File: src/rtl/rv32i_pkg.sv
// -----------------------------------------------------------------------------
// rv32i_pkg
// Shared definitions for the segmented RV32I core.
//   XLEN          : native register / address width
//   NOP_INSTR     : canonical no-op (addi x0,x0,0), used as the empty filler
//   fetch_entry_t : one fetched {pc, instr, misaligned} record
//   pc_misaligned : helper flagging a pc that is not word aligned
// -----------------------------------------------------------------------------
package rv32i_pkg;

  localparam int XLEN = 32;
  localparam logic [XLEN-1:0] NOP_INSTR = 32'h0000_0013;

  typedef struct packed {
    logic [XLEN-1:0] pc;
    logic [XLEN-1:0] instr;
    logic            misaligned;
  } fetch_entry_t;

  // A fetch address is misaligned when either of its two low bits is set.
  function automatic logic pc_misaligned(input logic [1:0] pc_lo);
    return (pc_lo != 2'b00);
  endfunction

endpackage

File: src/rtl/if_id_buffer.sv
// -----------------------------------------------------------------------------
// if_id_buffer
// Fetch-to-decode decoupling FIFO. Captures each fetched {pc, instr} pair and
// presents the oldest one to decode. in_ready low stalls the PC; flush drops
// every queued fetch after a taken branch/jump.
//
// Optional build macro: IF_ID_MISALIGN_CHECK_EN
//   defined   : each entry carries a misaligned bit computed at push and
//               out_misaligned reports the head entry's bit
//   undefined : no extra storage, out_misaligned is tied low
//
// Ports
//   clk            in   rising-edge clock
//   reset          in   synchronous active-low reset
//   in_valid       in   fetch presents a pc/instr pair
//   in_ready       out  buffer has room (PC holds when low)
//   in_pc          in   pc of the fetched instruction
//   in_instr       in   instruction word read at in_pc
//   flush          in   discard all entries
//   out_valid      out  head entry valid
//   out_ready      in   decode consumes the head this cycle
//   out_pc         out  head pc (0 when empty)
//   out_pc_plus4   out  head pc + 4 (4 when empty)
//   out_instr      out  head instruction (NOP_INSTR when empty)
//   out_misaligned out  head pc[1:0] != 0 (0 when empty or feature off)
//   count          out  occupancy
// -----------------------------------------------------------------------------
module if_id_buffer #(
  parameter int              XLEN      = rv32i_pkg::XLEN,
  parameter int              DEPTH     = 2,
  parameter logic [XLEN-1:0] NOP_INSTR = rv32i_pkg::NOP_INSTR
) (
  input  logic                      clk,
  input  logic                      reset,
  input  logic                      in_valid,
  output logic                      in_ready,
  input  logic [XLEN-1:0]           in_pc,
  input  logic [XLEN-1:0]           in_instr,
  input  logic                      flush,
  output logic                      out_valid,
  input  logic                      out_ready,
  output logic [XLEN-1:0]           out_pc,
  output logic [XLEN-1:0]           out_pc_plus4,
  output logic [XLEN-1:0]           out_instr,
  output logic                      out_misaligned,
  output logic [$clog2(DEPTH):0]    count
);

  import rv32i_pkg::*;

  localparam int PW = $clog2(DEPTH);
  localparam int CW = PW + 1;

  logic [XLEN-1:0] pc_mem_r    [DEPTH];
  logic [XLEN-1:0] instr_mem_r [DEPTH];
`ifdef IF_ID_MISALIGN_CHECK_EN
  logic            mis_mem_r   [DEPTH];
`endif

  logic [PW-1:0] rd_ptr_r;
  logic [PW-1:0] wr_ptr_r;
  logic [CW-1:0] cnt_r;
  logic          push_s;
  logic          pop_s;

  // Handshake decode; flush suppresses both transfers in its cycle.
  always_comb begin
    in_ready  = (cnt_r != CW'(DEPTH));
    out_valid = (cnt_r != CW'(0));
    push_s    = in_valid && in_ready && !flush;
    pop_s     = out_valid && out_ready && !flush;
  end

  // Pointer and occupancy state; reset outranks flush, flush outranks transfers.
  always_ff @(posedge clk) begin
    if (!reset) begin
      rd_ptr_r <= PW'(0);
      wr_ptr_r <= PW'(0);
      cnt_r    <= CW'(0);
    end else if (flush) begin
      rd_ptr_r <= PW'(0);
      wr_ptr_r <= PW'(0);
      cnt_r    <= CW'(0);
    end else begin
      if (push_s) begin
        wr_ptr_r <= wr_ptr_r + PW'(1);
      end
      if (pop_s) begin
        rd_ptr_r <= rd_ptr_r + PW'(1);
      end
      case ({push_s, pop_s})
        2'b10:   cnt_r <= cnt_r + CW'(1);
        2'b01:   cnt_r <= cnt_r - CW'(1);
        default: cnt_r <= cnt_r;
      endcase
    end
  end

  // Entry storage; contents need no reset because cnt gates every read.
  always_ff @(posedge clk) begin
    if (push_s) begin
      pc_mem_r[wr_ptr_r]    <= in_pc;
      instr_mem_r[wr_ptr_r] <= in_instr;
`ifdef IF_ID_MISALIGN_CHECK_EN
      mis_mem_r[wr_ptr_r]   <= pc_misaligned(in_pc[1:0]);
`endif
    end
  end

  // Head presentation with fixed empty defaults so no stale data leaks out.
  always_comb begin
    out_pc         = XLEN'(0);
    out_instr      = NOP_INSTR;
    out_misaligned = 1'b0;
    if (out_valid) begin
      out_pc    = pc_mem_r[rd_ptr_r];
      out_instr = instr_mem_r[rd_ptr_r];
`ifdef IF_ID_MISALIGN_CHECK_EN
      out_misaligned = mis_mem_r[rd_ptr_r];
`else
      out_misaligned = 1'b0;
`endif
    end else begin
      out_pc         = XLEN'(0);
      out_instr      = NOP_INSTR;
      out_misaligned = 1'b0;
    end
    out_pc_plus4 = out_pc + XLEN'(4);
  end

  assign count = cnt_r;

endmodule
File: config.mk
export PLATFORM = sky130hd
export DESIGN_NAME = if_id_buffer
export DESIGN_NICKNAME = d
export VERILOG_FILES = /design/src/rtl/rv32i_pkg.sv /design/src/rtl/if_id_buffer.sv
export SDC_FILE = /design/constraint.sdc
export NUM_CORES = 1
export LEC_CHECK = 0
export CORE_MARGIN = 8
export CORE_UTILIZATION = 35
export DETAILED_ROUTE_END_ITERATION = 10
export GPL_ROUTABILITY_DRIVEN = 0
export PLACE_DENSITY_LB_ADDON = 0.15
export SKIP_CTS_REPAIR_TIMING = 1
export SYNTH_ARGS = -nofsm -noshare
export SYNTH_HDL_FRONTEND = slang
export SYNTH_SLANG_ARGS = --single-unit
File: constraint.sdc
create_clock -name clk -period 8.2 [get_ports clk]
set_clock_uncertainty 0.1 [all_clocks]
set_input_delay 2.05 -clock clk [delete_from_list [all_inputs] [get_ports clk]]
set_output_delay 2.05 -clock clk [all_outputs]
set_load 0.1 [all_outputs]
==> flow_summary.json <==
{
  "status": "finished clean",
  "min_path_type": "flip-flop to flip-flop",
  "ff2ff_path_depth": 4,
  "drt_iter0_drc": 166,
  "syn_area_per_cell_sq_um": 14.24,
  "critical_path.top_delay_family": "buffers and inverters",
  "period_share_pct": 80.79,
  "synthMuxAreaShare_pct": 10.47,
  "cts_tree": "done",
  "yosys_register_bits": 133,
  "synth-edff-count": 128,
  "grt_max_degree": 67,
  "grt_pass1_vias": 4184,
  "synth-xor-area-share_pct": 4.710,
  "die-height_um": 146.4,
  "tightestPinTransition_ns": 1.006,
  "synthArstFlopShare_pct": 0,
  "fill_cells": 1474,
  "slew_headroom_pct": 32.75,
  "initial_core_util_pct": 35.88,
  "wirelength_um": 14370,
  "die_w_um": 146.4,
  "powerDensity_mw_per_mm2": 197.3,
  "syn-cell-area_sq_mm": 0.005951,
  "final_common_cell": "clkdlybuf4s50_1",
  "drive_gt1_share_pct": 8.819,
  "finalCriticalPeriod_ns": 6.625,
  "cap_violations": 0,
  "worstPathCellList": "buf_4 > nand3_1 > a211oi_4 > nand4_4 > nor4_2 > xor2_1 > clkdlybuf4s50_1",
  "dominantRegCellSynth": "edfxtp_1",
  "root_buffer": "clkbuf_16",
  "syn_to_final_growth_pct": 40.01,
  "synthSimpleGateAreaFrac_pct": 12.83,
  "cp_slowest_cell": "clkdlybuf4s50_1",
  "path_class": "flip-flop to output port",
  "io_buffer_count": 168,
  "grt_use_total_pct": 13.58,
  "dp_hpwl_um": 10030,
  "vdd_drop_max_uv": 129.4,
  "syn_nets": 489,
  "grt_setup_unrepaired": "no",
  "htreeDepth": 4,
  "drv_slew": 0,
  "final_cell_mix": "clkdlybuf4s50_1 (168), edfxtp_1 (128), nor2_1 (63)",
  "ios": 170,
  "drcViolationCount": 0,
  "drt_first_pass_iters": 4,
  "critPathLaunchType": "flip-flop",
  "synth_compound_area_share_pct": 2.523,
  "p_leak_nw": 2.705,
  "clk_latency_ns": 0.41,
  "synth_top_family_by_area": "simple AND/OR/NAND/NOR gates",
  "cts_buffer_depth": 2,
  "synth.top_cell.area_share_pct": 64.59,
  "worstHoldStart": "rd_ptr_r$_SDFFE_PP0P_",
  "antenna_cells": 0,
  "numClockSinks": 133,
  "r2r-start": "count[0]$_SDFFE_PP0P_",
  "path_clk_slew_ns": 0.06,
  "end_kind": "output port",
  "hold_violations": 0,
  "antenna_found_initial": 3,
  "vias_per_cell": 4.797,
  "synth_seq_area_share_pct": 66.27,
  "grt_pass1_wl_um": 22710,
  "cts_made_buffers": 17,
  "crit_cells": 7,
  "gr-total-overflow": 0,
  "synth_cell_types": 39,
  "max_freq_ghz": 0.1510,
  "final_nets": 659,
  "row_count": 47,
  "dieArea_sq_mm": 0.02143,
  "coreArea_sq_mm": 0.01658,
  "hold_depth": 2,
  "synth_warnings": 0,
  "synth_cells": 418,
  "tns_ns": 0,
  "setup_viol": 0,
  "synthAdderAreaFrac_pct": 0.4205,
  "synth_area_leader_cell": "edfxtp_1",
  "vias": 3938,
  "crit_path_max_incr_delay_ns": 1.16,
  "cp.required_ns": 6.05,
  "ant_nets": 0,
  "path_buf_inv": 2,
  "cp.arrival_ns": 4.47,
  "wl_per_cell_um": 17.50,
  "cp_max_fo": 58,
  "yosys-top-cells-area": "edfxtp_1 (65%), mux2i_1 (10%), nor2_1 (4.1%), xor2_1 (2.6%), xnor2_1 (2.1%)",
  "finalPower_mw": 1.643
}
## final cells by class
class | count | area, sq um | share of cell area [%]
Tap cell | 220 | 275.3 | 3.304
Clock inverter | 11 | 62.56 | 0.7509
Sequential cell | 133 | 3948 | 47.38
Multi-Input combinational cell | 258 | 1868 | 22.42
Clock buffer | 21 | 440.4 | 5.286
Timing Repair Buffer | 172 | 1712 | 20.54
Inverter | 6 | 26.28 | 0.3154
## flip-flops by register name (all words and copies together) (netlist names), named ones only
name and flops:
pc_mem_r 64, count 2, wr_ptr_r 1, rd_ptr_r 1, instr_mem_r 64
## stage by stage
step / worst slack (ns) / hold WS, ns / instances / area, sq um / utilization, %
2_1_floorplan: 0.07905 / 0.3725 / 418 / 5957 / -
3_3_place_gp: 1.977 / 0.3896 / 789 / 7829 / 47.21
3_5_place_dp: 1.961 / 0.3896 / 789 / 7829 / 47.21
4_1_cts: 1.501 / 0.4078 / 821 / 8332 / 50.24
5_1_grt: 1.278 / 0.4443 / 821 / 8332 / 50.24
6_report: 1.575 / 0.4059 / 821 / 8332 / 50.24
## final timing paths
| check | endpoint | slack (ns) |
|---|---|---|
| setup reg to reg | instr_mem_r[0][14]$_DFFE_PP_ | 5.89 |
| hold reg to reg | rd_ptr_r$_SDFFE_PP0P_ | 0.41 |
| hold / removal | rd_ptr_r$_SDFFE_PP0P_ | 0.41 |
| setup / recovery | out_pc_plus4[30] | 1.58 |
## power by group
part           internal, mW  switching (mW)  total, mW
registers             0.767         0.00736      0.774
logic                0.0678           0.164      0.232
clock network         0.380           0.258      0.638
total                  1.21           0.429       1.64
## layer usage
metal | track usage [%] | wire length (um)
met5 | 0 | 41
met4 | 4.997 | 153
met3 | 6.057 | 1129
met2 | 20.56 | 6384
met1 | 16.78 | 6657
## Yosys cell counts, types with 3 or more instances
library cell,n
edfxtp_1,128
nor2_1,65
mux2i_1,60
nand3_1,22
xor2_1,18
nand2_1,15
xnor2_1,14
buf_2,12
nand3b_1,9
nor3_1,8
buf_4,6
inv_1,6
a21oi_1,5
dfxtp_1,5
nand4_1,4
a211oi_2,3
buf_6,3
nand2b_1,3
nor2_2,3
nor4_2,3
## kinds of logic after synthesis
family / Yosys count
other: 1
AND/OR/NAND/NOR: 145
flip-flops: 133
buffers and inverters: 27
XOR/XNOR: 32
multiplexers: 62
adder cells (fa/ha/maj): 2
AO/OA/AOI/OAI: 16
## tightest hold or removal path: cells and delay by family, from the launching register on
family | cells | cell delay, ns
DFF | 1 | 0.32
xor gates and xnor gates | 1 | 0.08
and+or+nand+nor | 1 | 0.07
Power figures use the tool's default switching activity.
